`src/rtl/core_pkg.sv`:
```
// Shared RV32I core definitions: datapath width, writeback result sources
// and load funct3 encodings.
package core_pkg;

    localparam int XLEN = 32;

    localparam logic [1:0] WB_ALU  = 2'b00;
    localparam logic [1:0] WB_LOAD = 2'b01;
    localparam logic [1:0] WB_PC4  = 2'b10;
    localparam logic [1:0] WB_IMM  = 2'b11;

    localparam logic [2:0] F3_LB  = 3'b000;
    localparam logic [2:0] F3_LH  = 3'b001;
    localparam logic [2:0] F3_LW  = 3'b010;
    localparam logic [2:0] F3_LBU = 3'b100;
    localparam logic [2:0] F3_LHU = 3'b101;

endpackage

```
`src/rtl/load_align.sv`:
```
// Combinational load aligner: picks the addressed byte/half out of an aligned
// memory word, sign/zero-extends it, and flags misaligned halfword/word loads.
module load_align
    import core_pkg::*;
#(
    parameter int XLEN = core_pkg::XLEN
) (
    input  logic [XLEN-1:0] word,
    input  logic [1:0]      offset,
    input  logic [2:0]      funct3,
    output logic [XLEN-1:0] data,
    output logic            misaligned
);

    logic [7:0]  byte_lane [4];
    logic [7:0]  byte_sel;
    logic [15:0] half_sel;

    genvar gi;
    generate
        for (gi = 0; gi < 4; gi++) begin : g_lane
            assign byte_lane[gi] = word[gi*8 +: 8];
        end
    endgenerate

    assign byte_sel = byte_lane[offset];
    assign half_sel = offset[1] ? word[31:16] : word[15:0];

    always_comb begin
        data       = word;
        misaligned = 1'b0;
        case (funct3)
            F3_LB:  data = {{(XLEN-8){byte_sel[7]}}, byte_sel};
            F3_LBU: data = {{(XLEN-8){1'b0}}, byte_sel};
            F3_LH: begin
                data       = {{(XLEN-16){half_sel[15]}}, half_sel};
                misaligned = offset[0];
            end
            F3_LHU: begin
                data       = {{(XLEN-16){1'b0}}, half_sel};
                misaligned = offset[0];
            end
            // lw and any unlisted encoding: whole word, must be word aligned
            default: begin
                data       = word;
                misaligned = (offset != 2'b00);
            end
        endcase
    end

endmodule

```
`src/rtl/writeback_stage.sv`:
```
// MEM/WB pipeline register and writeback logic: selects the result, gates the
// register file write port, drives the forwarding bus and counts retirements.
module writeback_stage
    import core_pkg::*;
#(
    parameter int XLEN  = core_pkg::XLEN,
    parameter int CNT_W = 32
) (
    input  logic             clk,
    input  logic             rst_n,
    input  logic             mem_valid,
    input  logic [4:0]       mem_rd,
    input  logic             mem_reg_write,
    input  logic [1:0]       mem_wb_sel,
    input  logic [2:0]       mem_funct3,
    input  logic [XLEN-1:0]  mem_alu_result,
    input  logic [XLEN-1:0]  mem_load_word,
    input  logic [XLEN-1:0]  mem_pc_plus4,
    input  logic [XLEN-1:0]  mem_imm,
    input  logic             stall,
    input  logic             flush,
    output logic [4:0]       writeRegister,
    output logic [XLEN-1:0]  writeData,
    output logic             regWrite,
    output logic             fwd_valid,
    output logic [4:0]       fwd_rd,
    output logic [XLEN-1:0]  fwd_data,
    output logic             load_misaligned,
    output logic [CNT_W-1:0] retired_count
);

    logic             wb_valid_reg;
    logic [4:0]       wb_rd_reg;
    logic             wb_reg_write_reg;
    logic [1:0]       wb_sel_reg;
    logic [2:0]       wb_funct3_reg;
    logic [XLEN-1:0]  wb_alu_reg;
    logic [XLEN-1:0]  wb_load_word_reg;
    logic [XLEN-1:0]  wb_pc4_reg;
    logic [XLEN-1:0]  wb_imm_reg;
    logic [CNT_W-1:0] retired_count_reg;

    logic [XLEN-1:0]  load_data;
    logic             load_misaligned_raw;
    logic             live_write;
    logic             retire;

    always_ff @(posedge clk or negedge rst_n) begin
        if (!rst_n) begin
            wb_valid_reg     <= 1'b0;
            wb_rd_reg        <= '0;
            wb_reg_write_reg <= 1'b0;
            wb_sel_reg       <= WB_ALU;
            wb_funct3_reg    <= '0;
            wb_alu_reg       <= '0;
            wb_load_word_reg <= '0;
            wb_pc4_reg       <= '0;
            wb_imm_reg       <= '0;
        end else if (flush) begin
            // Killed slot: payload fields are left as-is, only validity drops.
            wb_valid_reg <= 1'b0;
        end else if (!stall) begin
            wb_valid_reg     <= mem_valid;
            wb_rd_reg        <= mem_rd;
            wb_reg_write_reg <= mem_reg_write;
            wb_sel_reg       <= mem_wb_sel;
            wb_funct3_reg    <= mem_funct3;
            wb_alu_reg       <= mem_alu_result;
            wb_load_word_reg <= mem_load_word;
            wb_pc4_reg       <= mem_pc_plus4;
            wb_imm_reg       <= mem_imm;
        end
    end

    load_align #(.XLEN(XLEN)) u_load_align (
        .word       (wb_load_word_reg),
        .offset     (wb_alu_reg[1:0]),
        .funct3     (wb_funct3_reg),
        .data       (load_data),
        .misaligned (load_misaligned_raw)
    );

    always_comb begin
        writeData = wb_alu_reg;
        case (wb_sel_reg)
            WB_LOAD: writeData = load_data;
            WB_PC4:  writeData = wb_pc4_reg;
            WB_IMM:  writeData = wb_imm_reg;
            default: writeData = wb_alu_reg;
        endcase
    end

    assign load_misaligned = wb_valid_reg & (wb_sel_reg == WB_LOAD) & load_misaligned_raw;

    // The register file does not guard x0, so rd==0 is filtered here.
    assign live_write    = wb_valid_reg & wb_reg_write_reg & (wb_rd_reg != 5'd0) & ~load_misaligned;
    assign regWrite      = live_write & ~stall;
    assign fwd_valid     = live_write;
    assign writeRegister = wb_rd_reg;
    assign fwd_rd        = wb_rd_reg;
    assign fwd_data      = writeData;

    assign retire = wb_valid_reg & ~stall & ~load_misaligned;

    always_ff @(posedge clk or negedge rst_n) begin
        if (!rst_n) begin
            retired_count_reg <= '0;
        end else if (retire) begin
            retired_count_reg <= retired_count_reg + 1'b1;
        end
    end

    assign retired_count = retired_count_reg;

endmodule

```
`config.mk`:
```
export PLATFORM = sky130hd
export DESIGN_NAME = writeback_stage
export DESIGN_NICKNAME = d
export VERILOG_FILES = /design/src/rtl/core_pkg.sv /design/src/rtl/load_align.sv /design/src/rtl/writeback_stage.sv
export SDC_FILE = /design/constraint.sdc
export NUM_CORES = 1
export LEC_CHECK = 0
export CORE_MARGIN = 2
export CORE_UTILIZATION = 48
export CTS_CLUSTER_SIZE = 40
export DETAILED_ROUTE_END_ITERATION = 10
export PLACE_DENSITY = 0.9
export SLEW_MARGIN = 10
export SYNTH_ARGS = -nofsm -noshare
export SYNTH_HDL_FRONTEND = slang
export SYNTH_HIERARCHICAL = 1
export SYNTH_SLANG_ARGS = --single-unit
```
`constraint.sdc`:
```
create_clock -name clk -period 3.4 [get_ports clk]
set_clock_uncertainty 0.05 [all_clocks]
set_input_delay 0.51 -clock clk [delete_from_list [all_inputs] [get_ports clk]]
set_output_delay 0.51 -clock clk [all_outputs]
set_load 0.05 [all_outputs]
```
==> results of run 1 <==
-- metal layers --
layer  vias up  wire length [µm]  global-route usage  part of all wire
met2       243             10900               0.407              0.51
met3        31              1690              0.0723             0.078
met4         0               475              0.0729             0.022
met1      3021              8530               0.299              0.39
met5         -                 0                   0                 0
li1       2650                 -                   -                 -
-- path summary, 6_finish.rpt --
| check | endpoint | slack, ns |
|---|---|---|
| max in group asynchronous | wb_sel_reg[1]$_DFFE_PN0P_ | 2.45 |
| worst min register to register | retired_count[31]$_DFFE_PN0P_ | 0.43 |
| worst min-delay path | wb_imm_reg[11]$_DFFE_PN0P_ | 0.05 |
| worst max register to register | retired_count[29]$_DFFE_PN0P_ | 0.85 |
| min in group clk | retired_count[31]$_DFFE_PN0P_ | 0.43 |
| worst max-delay path | fwd_data[14] | 0.21 |
-- layout by cell type (no fill, tap or decap), types with 2 or more instances in the layout --
cell type / netlist / final
inv_8: 0 / 3
clkinv_4: 0 / 2
o211ai_1: 2 / 2
mux4_2: 33 / 33
nand3_1: 11 / 11
a21oi_1: 10 / 10
nand4_1: 3 / 3
inv_1: 4 / 4
xnor2_1: 9 / 9
and3_1: 3 / 3
xor2_1: 22 / 22
nor3_1: 11 / 11
clkdlybuf4s50_1: 0 / 184
inv_6: 0 / 6
nand2_1: 56 / 56
clkbuf_16: 0 / 17
buf_12: 0 / 25
a221o_1: 2 / 2
nor4_1: 10 / 10
mux2_2: 145 / 145
and4_1: 4 / 4
nor2b_1: 9 / 8
nor4_2: 2 / 2
o21ai_0: 7 / 7
buf_4: 38 / 55
mux2i_1: 4 / 4
dfrtp_1: 172 / 170
or4_1: 2 / 2
dfrtp_2: 0 / 2
a22oi_1: 5 / 5
bufinv_16: 0 / 3
nor2_1: 12 / 11
-- stage by stage --
stage	util	hold WS, ns	total power, mW	setup WS (ns)
2_1_floorplan	-	0.164	4.52	0.0870
5_1_grt	0.676	0.103	7.78	0.0896
3_5_place_dp	0.638	0.418	5.46	0.483
3_3_place_gp	0.638	0.411	5.40	0.523
6_report	0.676	0.0533	7.50	0.205
4_1_cts	0.674	0.0762	7.54	0.0155
-- critical path, cell delays in order (launching register included) --
cell,delay (ns)
dfrtp_1,0.42
mux4_2,0.51
nand2_1,0.20
nor2_1,0.10
a221o_1,0.30
mux4_2,0.47
buf_4,0.21
-- final cells by class --
type | count | area, µm²
fillers | 1220 | 5570
flip-flops and latches | 172 | 4310
multi-input cells | 377 | 3610
repair buffers | 265 | 2770
clock buffers | 17 | 425
well taps | 225 | 282
clock inverters | 15 | 201
inverters | 5 | 18.8
-- cell families after synthesis --
family                     Yosys count  share of synthesized area
adders and majority gates            1                    0.00150
and+or+nand+nor                    133                     0.0814
DFF                                172                      0.516
buffers and inverters               76                     0.0553
muxes                              182                      0.289
xor gates and xnor gates            31                     0.0325
AOI/OAI and AO/OA                   30                     0.0241
-- power by group through the flow --
| stage | Sequential (mW) | Clock, mW | Combinational (mW) |
|---|---|---|---|
| after floorplan | 2.59 | 0 | 1.93 |
| after detailed placement | 2.57 | 0 | 2.89 |
| after global placement | 2.55 | 0 | 2.85 |
| final | 2.53 | 2.07 | 2.89 |
| after CTS | 2.53 | 2.11 | 2.90 |
| after global routing | 2.57 | 2.20 | 3.01 |
-- timing repair --
item                                    4_1_cts  5_1_grt
resized for setup                             0        1
buffers inserted                              0        1
endpoints found under the setup margin        0       41
==> results.toml, run 1 <==
[clock_tree]
cts_hold_buffers = 0
cts_tree = "yes"
root_buffer = "clkbuf_16"
cts_htree_levels = 4
cts.sinks = 172
clk_pin_slew_ns = 0.07
cts_made_buffers = 17
clockBufferDepth = 2
clkLatencyLatePin_ns = 0.43

[power]
clkPwrFrac = 0.276
pwr-share-comb = 0.386
power.leakage_nw = 4.93
ir_drop_mv = 0.416
swShare = 0.370
seqPwrFrac = 0.338
p_per_area_nw_per_um2 = 646
internal_power_mw = 4.72
p_switching_mw = 2.78

[global_route]
grt_pass1_vias = 6306
grt_max_degree = 73
antenna_found_initial = 1
grt_overflow_total = 0
grt_usage = 0.241
grt_pass1_wl_um = 33700

[worst_setup_path]
r2r_start = "wb_funct3_reg[0]$_DFFE_PN0P_"
critPathMaxFanout = 5
critical_path_class = "flip-flop to primary output"
reg2reg_depth = 7
worst_setup_path_end_kind = "primary output"
worstPathRequired_ns = 2.84
worstPathArrival_ns = 2.63
cp-start-kind = "flip-flop"
crit_path_start = "wb_load_word_reg[31]$_DFFE_PN0P_"

[timing]
hold_violations = 0
finalSetupViolations = 0
drv_slew = 0
slew_headroom = 0.537
tightestPinTransition_ns = 0.695
grt_setup_unrepaired = "false"
fin_crit_sh = 0.940
finalCriticalPeriod_ns = 3.19
max_freq_mhz = 313
setup_tns_ns = 0

[route]
avgRoutedWirePerCell_um = 20.1
dr.pass1.iters = 5
viasPerCell = 5.53
drc_errors = 0
vias = 5945
routed_wl_um = 21600
drtIter0Drc = 258
antenna_left = 0

[flow_run]
cap_viol_max_count = 0

[final_layout]
areaGrowthSynthToFinish_pct = 39.0
drive_gt1_frac = 0.355
fin_area_um2 = 11600
antennaDiodeCount = 0
finalNonFillerCells = 1076
nNetsFinal = 983

[placement]
io_buffers = 252
placed_cell_area_um2 = 11000
place_inst = 1043
hpwl_um = 15900
place.gp.congestion = 0.827

[die]
die_height_um = 136
placeableCoreArea_um2 = 17200
die_x_um = 136
dieArea_um2 = 18500
initial_core_util = 0.486
io_pins = 253
rows = 48

[yosys]
synthArstFlopShare = 1.00
synth_top_area_cell = "dfrtp_1"
synthTopCellsByArea = "dfrtp_1 52%, mux2_2 20%, mux4_2 8.9%, buf_4 3.4%, nand2_1 2.5%"
yosysWarningCount = 6
synth_fp_nets = 770
synth_top_area_share = 0.516
ys_seq_elements = 172
ys_types = 44
synth_area_per_cell_um2 = 13.4
yosysMostFrequentCell = "dfrtp_1"
ys_top_cells_by_count = "172 x dfrtp_1, 145 x mux2_2, 56 x nand2_1, 38 x buf_4, 33 x mux4_2"
seq_area_frac_synth = 0.516
synthesis.area_um2 = 8350
netlist_instances = 625
synth_top_flop_cell = "dfrtp_1"
synth_edf_count = 0

[worst_hold_path]
hold_path.class = "input port to asynchronous set/reset pin"

[run_status]
outcome = "finished, final reports clean"
Note: power is estimated with default switching activity, not from simulation.
==> run 2, diff against run 1 <==
CAP_MARGIN = 25   (was default)
PLACE_DENSITY = 0.85   (was 0.9)
==> run 2 against run 1 <==
Critical path depth increased by 1. Flip-flop and latch count unchanged. Sequential power about the same. Count of clock-buffer cells in the layout increased by 2. Wire length decreased by 4.3%. Global-route usage decreased by 1.0 points. Sequential share of layout area increased by 0.47 points. Register-to-register slack improved by 0.09 ns. Clock power decreased by 13%. Final cell count decreased by 0.19%. Critical path type unchanged. Largest power group unchanged.
==> results.toml, run 2 (synthesis results as in run 1) <==
[run_status]
outcome = "finished, final reports clean"

[worst_setup_path]
worstPathRequired_ns = 2.84
cp_common_cell = "mux4_2"
worst_setup_path_end_kind = "primary output"
critical_path_class = "flip-flop to primary output"
crit_slowest_cell = "mux4_2"
r2r_start = "wb_funct3_reg[1]$_DFFE_PN0P_"
crit_path_cell_trace = "mux4_2 -> nor3b_2 -> o21bai_4 -> buf_12 -> nand2_1 -> mux4_2 -> buf_4"
r2r_end = "retired_count[19]$_DFFE_PN0P_"
rrSetupSlack_ns = 0.94
cp-start-kind = "flip-flop"
critPathMaxFanout = 16
max_stage_delay_ns = 0.52
worstPathArrival_ns = 2.68
reg2reg_depth = 6

[timing]
hold_violations = 0
slew_headroom = 0.468
finalCriticalPeriod_ns = 3.24
fin_crit_sh = 0.952
grt_setup_unrepaired = "false"
finalSetupViolations = 0
drv_slew = 0
tightestPinTransition_ns = 0.798
finalWorstSetupSlack_ns = 0.165
max_freq_mhz = 309
setup_tns_ns = 0

[route]
routed_wl_um = 20700
viasPerCell = 5.43
dr.pass1.iters = 4
antenna_left = 0
drtIter0Drc = 334
avgRoutedWirePerCell_um = 19.3
vias = 5834
drc_errors = 0

[clock_tree]
clkLatencyLatePin_ns = 0.42
clockBufferDepth = 2
root_buffer = "clkbuf_16"
cts.sinks = 172
cts_made_buffers = 17
cts_htree_levels = 4
clk_pin_slew_ns = 0.06
cts_tree = "yes"

[flow_run]
cap_viol_max_count = 0

[placement]
io_buffers = 252
place_worst_setup_slack_ns = 0.440
place.gp.congestion = 0.812
hpwl_um = 15200
placed_cell_area_um2 = 10900

[power]
power.leakage_nw = 4.86
ir_drop_mv = 0.529
p_per_area_nw_per_um2 = 629

[final_layout]
layout_commonest_cell = "clkdlybuf4s50_1"
drive_gt1_frac = 0.351
nNetsFinal = 981
fin_area_um2 = 11500
final_cell_mix = "184 x clkdlybuf4s50_1, 170 x dfrtp_1, 145 x mux2_2, 57 x buf_4, 56 x nand2_1"
nFillCells = 1287
seq_area_um2 = 4310
multi_input_area_um2 = 3610
areaGrowthSynthToFinish_pct = 37.3
final_util = 0.667
antennaDiodeCount = 0

[die]
io_pins = 253
dieArea_um2 = 18500
die_height_um = 136
initial_core_util = 0.486
placeableCoreArea_um2 = 17200
die_x_um = 136
rows = 48

[global_route]
grt_usage = 0.231
antenna_found_initial = 0
grt_max_degree = 115
grt_pass1_wl_um = 32200
grt_overflow_total = 0
grt_pass1_vias = 6016

[worst_hold_path]
hold_path.class = "input port to asynchronous set/reset pin"
-- run 2: changes by cell type in the layout (fill, tap and decap cells not counted), sizes merged --
| cell | previous run | this run |
|---|---|---|
| buf | 81 | 79 |
| clkbuf | 17 | 19 |
| inv | 13 | 9 |
| clkinv | 3 | 7 |
| clkinvlp | 1 | 2 |
| bufinv | 3 | 0 |
-- run 2: per-layer routing --
| metal | wire length [µm] | share of wire | up-vias | GRT usage |
|---|---|---|---|---|
| li1 | - | - | 2646 | - |
| met1 | 8470 | 0.41 | 2950 | 0.292 |
| met2 | 10500 | 0.51 | 222 | 0.389 |
| met3 | 1470 | 0.071 | 16 | 0.0686 |
| met4 | 268 | 0.013 | 0 | 0.0590 |
| met5 | 0 | 0 | - | 0 |
-- run 2: report_power, final --
part | switching, mW | total (mW) | internal [mW]
sequential | 0.211 | 2.53 | 2.32
combinational | 1.67 | 2.87 | 1.20
clock | 0.853 | 1.81 | 0.956
total | 2.73 | 7.21 | 4.48
-- run 2: critical path, delay by kind of cell (launching register included) --
family / cells / cell delay [ns]
AOI/OAI and AO/OA: 1 / 0.18
and+or+nand+nor: 2 / 0.26
DFF: 1 / 0.42
buffers and inverters: 2 / 0.38
muxes: 2 / 1.02
-- run 2: cell type report --
type,count,area share
Sequential cell,172,0.376
Multi-Input combinational cell,377,0.315
Timing Repair Buffer,263,0.236
Clock buffer,19,0.0378
Tap cell,225,0.0246
Clock inverter,13,0.00983
Inverter,5,0.00164
-- run 2: worst max-delay path by stage --
| stage | startpoint | end | depth (start not counted) |
|---|---|---|---|
| floorplan | wb_funct3_reg[1]$_DFFE_PN0P_ | regWrite | 8 |
| global placement | wb_load_word_reg[31]$_DFFE_PN0P_ | fwd_data[23] | 6 |
| detailed placement | wb_alu_reg[1]$_DFFE_PN0P_ | writeData[23] | 6 |
| CTS | wb_load_word_reg[31]$_DFFE_PN0P_ | writeData[23] | 6 |
| global route | wb_load_word_reg[31]$_DFFE_PN0P_ | fwd_data[23] | 7 |
| finish | wb_load_word_reg[31]$_DFFE_PN0P_ | writeData[23] | 7 |
-- run 2: per-stage QoR --
stage / hold slack (ns) / cells / total power [mW]
finish: 0.0589 / 1074 / 7.21
global route: 0.129 / 1074 / 7.52
CTS: 0.110 / 1073 / 7.27
detailed placement: 0.430 / 1041 / 5.44
global placement: 0.409 / 1041 / 5.38
floorplan: 0.164 / 625 / 4.52
-- run 2: repair_timing --
action	in CTS	in global routing
cloned	0	0
pin swaps	1	1
setup buffers	0	1
resized for setup	0	1
endpoints found under the setup margin	4	42
hold buffers	0	0
==> run 3, diff against run 2 <==
CORE_UTILIZATION = 55   (was 48)
DONT_BUFFER_PORTS = 1   (was default)
PLACE_DENSITY = 0.73   (was 0.85)
==> run 3 against run 2 <==
The run now ends with hold timing left. Non-clock buffer count shrank 223. Combinational power shrank 19%. Sequential power grew 4%. Die area shrank 12%. Global-route usage grew 0.45 points. Setup slack gained 0.0091 ns. Register-to-register slack lost 0.03 ns. Cell area shrank 18%. Fmax grew 0.28%. Hold slack lost 0.32 ns. Flip-flop and latch count is the same.
==> results.toml, run 3 (synthesis results as in run 1) <==
[route]
avgRoutedWirePerCell_um = 22.8
drtIter0Drc = 303
viasPerCell = 6.15
routed_wl_um = 18600
drc_errors = 0
vias = 5012
met3_wirelength_um = 1230
dr.pass1.iters = 4
wl_met2_um = 9410
antenna_left = 0
wl_met1_um = 7610
top_layer_used = "met4"

[worst_setup_path]
crit_path_cell_trace = "mux4_2 -> nand2_1 -> nor2_1 -> a221o_1 -> mux4_2"
r2r_end = "retired_count[27]$_DFFE_PN0P_"
r2r_start = "wb_alu_reg[1]$_DFFE_PN0P_"
reg2reg_depth = 7
crit_buf_inv = 0
critical_path_class = "flip-flop to primary output"
cp-start-kind = "flip-flop"
worst_setup_path_end_kind = "primary output"
worstPathRequired_ns = 2.84
crit_slowest_cell = "mux4_2"
critPathMaxFanout = 5
max_stage_delay_ns = 0.74
rrSetupSlack_ns = 0.91
worstPathArrival_ns = 2.67
cp_common_cell = "mux4_2"
crit_family = "multiplexers"

[die]
placeableCoreArea_um2 = 15000
initial_core_util = 0.555
die_x_um = 127
die_height_um = 127
rows = 45
dieArea_um2 = 16200
io_pins = 253

[clock_tree]
cts_made_buffers = 17
cts_tree = "yes"
clockBufferDepth = 2
cts_htree_levels = 4
root_buffer = "clkbuf_16"
clkLatencyLatePin_ns = 0.41
clk_pin_slew_ns = 0.06
cts.sinks = 172

[timing]
slew_headroom = 0.472
finalSetupViolations = 0
grt_setup_unrepaired = "false"
max_freq_mhz = 310
hold_violations = 172
finalCriticalPeriod_ns = 3.23
worst_hold_slack_ns = -0.263
drv_slew = 0
setup_tns_ns = 0
fin_crit_sh = 0.949
tightestPinTransition_ns = 0.792

[final_layout]
areaGrowthSynthToFinish_pct = 12.7
drive_gt1_frac = 0.417
layout_commonest_cell = "dfrtp_1"
nNetsFinal = 758
final_cell_mix = "170 x dfrtp_1, 145 x mux2_2, 56 x nand2_1, 33 x mux4_2"
finalNonFillerCells = 815

[run_status]
outcome = "finished, violations left"
violations = "hold timing"

[power]
ir_drop_mv = 0.409
p_per_area_nw_per_um2 = 753
power.leakage_nw = 4.02

[global_route]
grt_pass1_wl_um = 28900
antenna_found_initial = 2
grt_max_degree = 173
grt_pass1_vias = 5340
grt_overflow_total = 0
grt_usage = 0.235

[placement]
place.gp.congestion = 0.838
place_inst = 781
io_buffers = 0
hpwl_um = 13400

[flow_run]
cap_viol_max_count = 0

[worst_hold_path]
hold_path.class = "input port to asynchronous set/reset pin"
[run 3: changes by cell type in the layout (fill, tap and decap cells not counted), sizes merged]
cell	before	now
clkinvlp	2	4
diode	0	1
buf	79	40
inv	9	7
bufinv	0	5
clkinv	7	2
clkdlybuf4s50	184	0
[run 3: metrics by stage]
step	area (µm²)	total power [mW]	setup slack (ns)	util	hold slack (ns)
2_1_floorplan	8360	4.52	0.0870	-	0.164
3_3_place_gp	8720	4.91	0.484	0.580	0.169
3_5_place_dp	8720	4.97	0.490	0.580	0.168
4_1_cts	9380	7.14	0.0338	0.624	-0.286
5_1_grt	9410	7.36	0.0869	0.626	-0.298
6_report	9410	7.08	0.174	0.626	-0.263
[run 3: power by group]
| part | leakage, nW | internal, mW | switching (mW) |
|---|---|---|---|
| Combinational | 1.64 | 0.853 | 1.47 |
| Clock | 0.313 | 1.35 | 0.801 |
| Sequential | 2.07 | 2.31 | 0.300 |
[run 3: per-layer routing]
metal | vias up | GRT usage
met2 | 198 | 0.390
met1 | 2602 | 0.296
met4 | 0 | 0.0782
met3 | 20 | 0.0737
li1 | 2192 | -
met5 | - | 0
[run 3: what timing repair did]
| action | 4_1_cts | 5_1_grt |
|---|---|---|
| hold endpoints to repair | 172 | 172 |
| resized for setup | 0 | 1 |
| buffers inserted | 0 | 1 |
| setup endpoints to repair | 0 | 42 |
[run 3: cell type report]
cell class / instances / area [µm²]
Inverter: 5 / 18.8
Multi-Input combinational cell: 377 / 3610
Timing Repair Buffer: 40 / 576
Clock buffer: 19 / 453
Clock inverter: 13 / 211
Fill cell: 1126 / 5620
Tap cell: 188 / 235
Sequential cell: 172 / 4310
Antenna cell: 1 / 2.50
[run 3: how the worst max path moves through the flow]
stage                                          start       endpoint  cells past startpoint
floorplan               wb_funct3_reg[1]$_DFFE_PN0P_       regWrite                      8
global placement           wb_alu_reg[0]$_DFFE_PN0P_    fwd_data[2]                      6
detailed placement         wb_alu_reg[1]$_DFFE_PN0P_   fwd_data[26]                      6
CTS                        wb_alu_reg[1]$_DFFE_PN0P_   fwd_data[26]                      6
global route               wb_alu_reg[1]$_DFFE_PN0P_  writeData[13]                      5
finish              wb_load_word_reg[31]$_DFFE_PN0P_  writeData[14]                      5
